## src/rtl/uart_pkg.sv

```systemverilog
// Shared UART constants and the receiver state encoding (transmitter uses the same baud default).
package uart_pkg;

    localparam int CLKS_PER_BIT_DEFAULT = 10416;
    localparam int DATA_BITS            = 8;

    typedef enum logic [2:0] {
        IDLE  = 3'd0,
        START = 3'd1,
        DATA  = 3'd2,
        STOP  = 3'd3,
        BREAK = 3'd4
    } rx_state_t;

endpackage

```

## src/rtl/bit_sync_2ff.sv

```systemverilog
// Two-flop synchroniser for asynchronous level inputs; 2-cycle latency, no backpressure.
module bit_sync_2ff #(
    parameter int               WIDTH     = 1,
    parameter logic [WIDTH-1:0] RESET_VAL = '1
) (
    input  logic             clk,
    input  logic             reset,
    input  logic [WIDTH-1:0] d,
    output logic [WIDTH-1:0] q
);

    logic [WIDTH-1:0] meta;

    always_ff @(posedge clk) begin
        if (reset) begin
            meta <= RESET_VAL;
            q    <= RESET_VAL;
        end else begin
            meta <= d;
            q    <= meta;
        end
    end

endmodule

```

## src/rtl/uart_receiver.sv

```systemverilog
// UART 8N1 receiver: mid-bit sampling, rx_valid HALF_BIT + 9*CLKS_PER_BIT cycles after start
// detection; no backpressure (consumer must take rx_data within one frame time).
module uart_receiver
    import uart_pkg::*;
#(
    parameter int CLKS_PER_BIT = CLKS_PER_BIT_DEFAULT
) (
    input  logic                 clk,
    input  logic                 reset,
    input  logic                 RxD,
    output logic [DATA_BITS-1:0] rx_data,
    output logic                 rx_valid,
    output logic                 frame_err,
    output logic                 busy
);

    localparam int HALF_BIT = CLKS_PER_BIT / 2;
    localparam int CNT_W    = $clog2(CLKS_PER_BIT);

    localparam logic [CNT_W-1:0] HALF_CNT = CNT_W'(HALF_BIT - 1);
    localparam logic [CNT_W-1:0] LAST_CNT = CNT_W'(CLKS_PER_BIT - 1);
    localparam logic [2:0]       LAST_BIT = 3'(DATA_BITS - 1);

    logic                 rx_s;
    rx_state_t            state;
    logic [CNT_W-1:0]     baud_cnt;
    logic [2:0]           bit_cnt;
    logic [DATA_BITS-1:0] shift_reg;

    bit_sync_2ff #(
        .WIDTH     (1),
        .RESET_VAL (1'b1)
    ) u_rxd_sync (
        .clk   (clk),
        .reset (reset),
        .d     (RxD),
        .q     (rx_s)
    );

    always_ff @(posedge clk) begin
        if (reset) begin
            state     <= IDLE;
            baud_cnt  <= '0;
            bit_cnt   <= '0;
            shift_reg <= '0;
            rx_data   <= '0;
            rx_valid  <= 1'b0;
            frame_err <= 1'b0;
            busy      <= 1'b0;
        end else begin
            rx_valid  <= 1'b0;
            frame_err <= 1'b0;

            case (state)
                IDLE: begin
                    baud_cnt <= '0;
                    bit_cnt  <= '0;
                    if (!rx_s) begin
                        state <= START;
                        busy  <= 1'b1;
                    end
                end

                // A start bit that is high again at its midpoint is treated as a glitch.
                START: begin
                    if (baud_cnt == HALF_CNT) begin
                        baud_cnt <= '0;
                        if (!rx_s) begin
                            state <= DATA;
                        end else begin
                            state <= IDLE;
                            busy  <= 1'b0;
                        end
                    end else begin
                        baud_cnt <= baud_cnt + 1'b1;
                    end
                end

                DATA: begin
                    if (baud_cnt == LAST_CNT) begin
                        baud_cnt  <= '0;
                        shift_reg <= {rx_s, shift_reg[DATA_BITS-1:1]};
                        bit_cnt   <= bit_cnt + 1'b1;
                        if (bit_cnt == LAST_BIT) begin
                            state <= STOP;
                        end
                    end else begin
                        baud_cnt <= baud_cnt + 1'b1;
                    end
                end

                // Stop sample lands half a bit before the line's stop bit ends,
                // so a directly following start edge is still caught from IDLE.
                STOP: begin
                    if (baud_cnt == LAST_CNT) begin
                        baud_cnt <= '0;
                        if (rx_s) begin
                            rx_data  <= shift_reg;
                            rx_valid <= 1'b1;
                            state    <= IDLE;
                            busy     <= 1'b0;
                        end else begin
                            frame_err <= 1'b1;
                            state     <= BREAK;
                        end
                    end else begin
                        baud_cnt <= baud_cnt + 1'b1;
                    end
                end

                BREAK: begin
                    if (rx_s) begin
                        state <= IDLE;
                        busy  <= 1'b0;
                    end
                end

                default: begin
                    state <= IDLE;
                    busy  <= 1'b0;
                end
            endcase
        end
    end

endmodule

```

## config.mk

```make
export PLATFORM = sky130hd
export DESIGN_NAME = uart_receiver
export DESIGN_NICKNAME = d
export VERILOG_FILES = /design/src/rtl/uart_pkg.sv /design/src/rtl/bit_sync_2ff.sv /design/src/rtl/uart_receiver.sv
export SDC_FILE = /design/constraint.sdc
export NUM_CORES = 1
export LEC_CHECK = 0
export CORE_UTILIZATION = 35
export CTS_CLUSTER_SIZE = 16
export DETAILED_ROUTE_END_ITERATION = 10
export GPL_TIMING_DRIVEN = 1
export PLACE_DENSITY_LB_ADDON = 0.25
export SETUP_SLACK_MARGIN = 0.02
export SYNTH_ARGS = -nofsm -noshare
export SYNTH_HDL_FRONTEND = slang
export SYNTH_SLANG_ARGS = --single-unit
```

## constraint.sdc

```tcl
create_clock -name clk -period 1.85 [get_ports clk]
set_clock_uncertainty 0.15 [all_clocks]
set_input_delay 0.37 -clock clk [delete_from_list [all_inputs] [get_ports clk]]
set_output_delay 0.37 -clock clk [all_outputs]
set_load 0.01 [all_outputs]
```

==> results of run 1 <==
-- power groups by stage --
stage | clock, uW | sequential, uW | combinational [uW]
2_1_floorplan | 0 | 913 | 39.1
3_3_place_gp | 0 | 914 | 66.3
3_5_place_dp | 0 | 914 | 65.8
4_1_cts | 630 | 893 | 69.7
5_1_grt | 685 | 894 | 79.7
6_report | 607 | 893 | 72.2
-- cell families (layout without fill, tap and decap cells) --
group,count (synthesis),after routing,synth area share (%)
buffers and inverters,17,58,4.07
and+or+nand+nor,101,101,29.7
xor gates and xnor gates,9,9,4.20
muxes,9,9,4.80
AOI/OAI and AO/OA,33,33,11.5
adders and majority gates,3,3,2.00
DFF,41,41,43.8
-- routing by layer --
layer | routed length, microns | global-route usage, % | vias to the layer above
met3 | 83 | 3.75 | 9
met4 | 102 | 6.79 | 0
li1 | - | - | 823
met2 | 1840 | 25.1 | 19
met5 | 0 | 0 | -
met1 | 1970 | 20.3 | 742
-- final timing paths --
| path | slack [ns] | start | depth (start not counted) | to |
|---|---|---|---|---|
| min | 0.26 | u_rxd_sync.meta$_SDFF_PP1_ | 1 | u_rxd_sync.q$_SDFF_PP1_ |
| max reg2reg | -0.20 | baud_cnt[12]$_SDFFE_PP0P_ | 7 | bit_cnt[2]$_SDFFE_PP0P_ |
| max | -0.20 | baud_cnt[12]$_SDFFE_PP0P_ | 7 | bit_cnt[2]$_SDFFE_PP0P_ |
| min reg2reg | 0.26 | u_rxd_sync.meta$_SDFF_PP1_ | 1 | u_rxd_sync.q$_SDFF_PP1_ |
-- layout make-up --
type	count	area, sq um
fill	514	2560
multi-input combinational	155	1140
sequential	41	826
timing repair buffer	44	403
tap	70	87.6
clock buffer	6	82.6
inverter	6	22.5
clock inverter	2	13.8
-- per-stage QoR --
step | cells | utilization (%) | area (sq um)
CTS | 324 | 48.6 | 2500
finish | 324 | 50.1 | 2580
floorplan | 213 | - | 1920
detailed placement | 314 | 45.1 | 2320
global placement | 314 | 45.1 | 2320
global route | 324 | 50.1 | 2580
-- layout by cell type (no fill, tap or decap), types with 2 or more instances in the layout --
cell type	count
nor2_1	25
nor4_1	2
buf_12	2
nand2b_1	2
nor4_4	3
a21oi_2	8
nor3b_1	2
nand3b_1	4
nand4_1	4
or4b_4	3
buf_4	26
nand2_4	4
buf_6	2
nand2_1	17
clkbuf_8	6
inv_1	6
o21ai_0	2
xnor2_1	5
a21oi_1	7
ha_1	2
xor2_1	4
dfxtp_2	4
nand3_4	2
and3_4	2
a31oi_1	4
nand3_2	3
clkdlybuf4s50_1	13
nor3_1	10
a22oi_2	7
or2_2	2
nand2_2	6
or3_1	2
mux2i_1	9
nand3_1	3
dfxtp_1	37
-- worst max-delay path, stage by stage, from the launching register on --
cell     delay (ns)
dfxtp_2        0.33
or4b_4         0.58
nor4_4         0.34
buf_4          0.19
nand3_4        0.08
buf_6          0.16
nand3_2        0.06
a21oi_1        0.05
-- repair_timing --
action | 4_1_cts | 5_1_grt
buffers inserted | 1 | 0
pin swaps | 1 | 24
endpoints found under the setup margin | 35 | 36
gates cloned | 1 | 0
resized for setup | 17 | 21
==> run_results.csv, run 1 <==
group,metric,value,unit
route,drtIter0Drc,73,
yosys,synth_ff_type,"dfxtp_1",
die,ioPinCount,14,
sta,rsz0062_at_grt,"true",
clock_tree,cts_sinks,41,
layout,largest_register_ffs,14,
route,ant_nets,0,
sta,finalCritPeriodShare,111,%
sta,worst_slew_pin_slew,0.359,ns
yosys,synth_warnings,0,
pwr,irDropWorstVdd,372,uV
worst_setup_path,end_kind,"register",
worst_setup_path,required,1.89,ns
pwr,comb_power_share,4.6,%
clock_tree,cts_tree,"done",
place,place_congestion,0.806,
route,wl,4.00,mm
layout,area_delta_synth_final,37.4,%
yosys,ys_ff_latch,41,
pwr,powerDensity,610,mW/mm^2
route,num_vias,1593,
sta,worst_slack,-0.204,ns
route,first_pass_iters,4,
yosys,synth_area_leader_cell,"dfxtp_1",
outcome,status,"complete, but fails checks",
sta,setup_viol,36,
die,start_util,36.5,%
hold_path,hold_path.class,"reg2reg",
yosys,synth_area_leaders,"dfxtp_1 44%, nand2_1 5.4%, nor2_1 5.2%",
grt,grt_pass1_wl,6.73,mm
die,core,0.00514,sq mm
die,die_y,75.2,microns
pwr,report.power.total,1570,uW
clock_tree,htreeDepth,2,
pwr,p_leak,0.000935,uW
grt,antenna_found_initial,0,
place,io_buffers,13,
die,fp.dieW,75.2,microns
yosys,syn_avg_cell_area,8.81,sq um
yosys,synthArstFlopShare,0,%
pwr,switching_share,22.3,%
die,std_cell_rows,26,
worst_setup_path,cp_max_fo,6,
clock_tree,clk_path_buf_depth,2,
clock_tree,hold_buffers,0,
pwr,p_seq_share,56.8,%
yosys,syn-cell-area,0.00188,sq mm
sta,tns,-5.42,ns
layout,drive_above_1_share,34.3,%
layout,nets,259,
yosys,synth_top_cell_area_share,43.8,%
yosys,synth_edf_count,0,
flow_run,cap_violations,0,
place,dp_hpwl,2.70,mm
sta,fmax,487,MHz
clock_tree,clk_latency,0.29,ns
sta,holdWs,0.262,ns
yosys,seq_area_frac_synth,43.8,%
sta,timing.slew.headroom,76.0,%
grt,grt-ovfl-total,0,
route,wire_per_inst,12.3,microns
layout,antenna_cells,0,
sta,period_needed,2.05,ns
grt,grt_max_degree,35,
die,die_area,0.00566,sq mm
worst_setup_path,start_kind,"register",
yosys,netlist_top_cells_count,"41 x dfxtp_1, 27 x nand2_1, 26 x nor2_1, 13 x a21oi_1, 10 x nor3_1",
pwr,clock_power_share,38.6,%
grt,grt_pass1_vias,1502,
route,viasPerCell,4.92,
grt,track_usage,15.7,%
clock_tree,cts_made_buffers,5,
yosys,yosysMostFrequentCell,"dfxtp_1",
worst_setup_path,path_class,"reg2reg",
yosys,yosysUniqueCellTypes,39,
sta,hold_viol,0,
outcome,failed_checks,"negative setup slack",
clock_tree,clockRootBuffer,"clkbuf_8",
pwr,p_sw,351,uW
pwr,internal-power,1220,uW
place,place_ws,-0.152,ns
worst_setup_path,cp.arrival,2.09,ns
yosys,syn_inst,213,
route,drc,0,
sta,slew_viol_final,0,
clock_tree,clkTransAtPathRegs,0.08,ns
yosys,synth.net_count,219,
(Power assumes the default switching activity.)
==> inputs of run 2 (changes only) <==
- CORE_MARGIN: not set -> 2
- CORE_UTILIZATION: 35 -> 40
- SLEW_MARGIN: not set -> 5
==> run_results.csv, run 2 (synthesized netlist as in run 1, its figures left out) <==
group,metric,value,unit
outcome,status,"complete, but fails checks",
outcome,failed_checks,"negative setup slack",
layout,fin_area,0.00264,sq mm
layout,antenna_cells,0,
hold_path,hold_path.class,"reg2reg",
worst_setup_path,rrSetupSlack,-0.28,ns
die,die_y,72.5,microns
worst_setup_path,cp_max_fo,6,
sta,rsz0062_at_grt,"true",
worst_setup_path,end_kind,"register",
sta,worst_slew_pin_slew,0.306,ns
die,ioPinCount,14,
layout,final_cell_mix,"38 x dfxtp_1, 28 x buf_4, 25 x nor2_1, 18 x nand2_1, 13 x clkdlybuf4s50_1",
sta,tns,-6.44,ns
place,dpl_cell_area,0.00229,sq mm
clock_tree,clk_path_buf_depth,2,
sta,finalCritPeriodShare,115,%
flow_run,cap_violations,0,
layout,nets,263,
grt,track_usage,17.0,%
grt,grt-ovfl-total,0,
grt,antenna_found_initial,0,
layout,final_common_cell,"dfxtp_1",
clock_tree,cts_made_buffers,5,
route,drc,0,
layout,area_delta_synth_final,40.7,%
place,dp_hpwl,2.69,mm
die,std_cell_rows,24,
pwr,p_leak,0.00100,uW
die,die_area,0.00525,sq mm
worst_setup_path,start_kind,"register",
grt,grt_max_degree,36,
route,ant_nets,0,
clock_tree,cts_tree,"done",
sta,fmax,470,MHz
layout,largest_register_ffs,14,
worst_setup_path,cp.arrival,2.22,ns
worst_setup_path,required,1.94,ns
clock_tree,clockRootBuffer,"clkbuf_8",
pwr,report.power.total,1850,uW
route,wl,4.31,mm
sta,worst_slack,-0.279,ns
die,start_util,42.2,%
clock_tree,clkTransAtPathRegs,0.09,ns
grt,grt_pass1_vias,1500,
clock_tree,hold_buffers,0,
place,io_buffers,13,
place,place_congestion,0.831,
clock_tree,htreeDepth,2,
clock_tree,cts_sinks,41,
sta,slew_viol_final,0,
die,core,0.00444,sq mm
route,num_vias,1650,
layout,drive_above_1_share,35.3,%
sta,period_needed,2.13,ns
route,drtIter0Drc,108,
sta,hold_viol,0,
grt,grt_pass1_wl,6.98,mm
sta,timing.slew.headroom,79.6,%
route,first_pass_iters,4,
route,wire_per_inst,13.9,microns
pwr,irDropWorstVdd,407,uV
die,fp.dieW,72.5,microns
worst_setup_path,path_class,"reg2reg",
pwr,powerDensity,701,mW/mm^2
route,viasPerCell,5.32,
clock_tree,clk_latency,0.30,ns
sta,setup_viol,38,
[run 2: area by class of cell]
class	count	area (sq um)
Timing Repair Buffer	48	450
Multi-Input combinational cell	155	1140
Inverter	6	22.5
Tap cell	52	65.1
Fill cell	389	1810
Clock buffer	5	68.8
Sequential cell	41	825
Clock inverter	3	68.8
[run 2: final timing paths]
path	cells after the start	from	end
max reg2reg	7	baud_cnt[4]$_SDFFE_PP0P_	shift_reg[4]$_SDFFE_PP0P_
min reg2reg	1	u_rxd_sync.meta$_SDFF_PP1_	u_rxd_sync.q$_SDFF_PP1_
min	1	u_rxd_sync.meta$_SDFF_PP1_	u_rxd_sync.q$_SDFF_PP1_
max	7	baud_cnt[4]$_SDFFE_PP0P_	shift_reg[4]$_SDFFE_PP0P_
[run 2: stage by stage]
| step | worst slack [ns] | hold slack [ns] | utilization [%] | instances |
|---|---|---|---|---|
| after detailed placement | -0.195 | 0.250 | 51.5 | 295 |
| after CTS | -0.217 | 0.269 | 56.3 | 306 |
| after global placement | -0.148 | 0.252 | 51.5 | 295 |
| after floorplan | -0.148 | 0.239 | - | 213 |
| final | -0.279 | 0.265 | 59.4 | 310 |
| after global routing | -0.322 | 0.277 | 59.4 | 310 |
[run 2: what timing repair did]
| action | in CTS | in global routing |
|---|---|---|
| hold endpoints to repair | 0 | 0 |
| setup endpoints to repair | 35 | 37 |
| cloned | 1 | 1 |
| buffers inserted | 2 | 3 |
| pin swaps | 2 | 9 |
| gates resized for setup | 14 | 21 |
[run 2: critical path: stages (launching register included)]
cell and delay, ns:
dfxtp_2 0.32, or4b_4 0.56, nor4_4 0.34, buf_4 0.18, and3_4 0.21, buf_12 0.13
nand2_4 0.04, a21oi_2 0.13
[run 2: per-layer routing]
metal	up-vias	global-route usage [%]	wire [microns]
li1	834	-	-
met1	785	23.2	2030
met2	26	26.3	2100
met3	5	3.33	117
met4	0	7.41	57
met5	-	0	0
[run 2: report_power, final]
part	total, uW	switching, uW	internal, uW
clock	878	335	543
sequential	893	4.85	888
combinational	80.3	46.1	34.2
total	1850	386	1470
==> inputs of run 3 (changes only) <==
- CAP_MARGIN: not set -> 20
==> results of run 3 <==
Same layout as run 2: the final DEF is identical, and so are final timing and power.
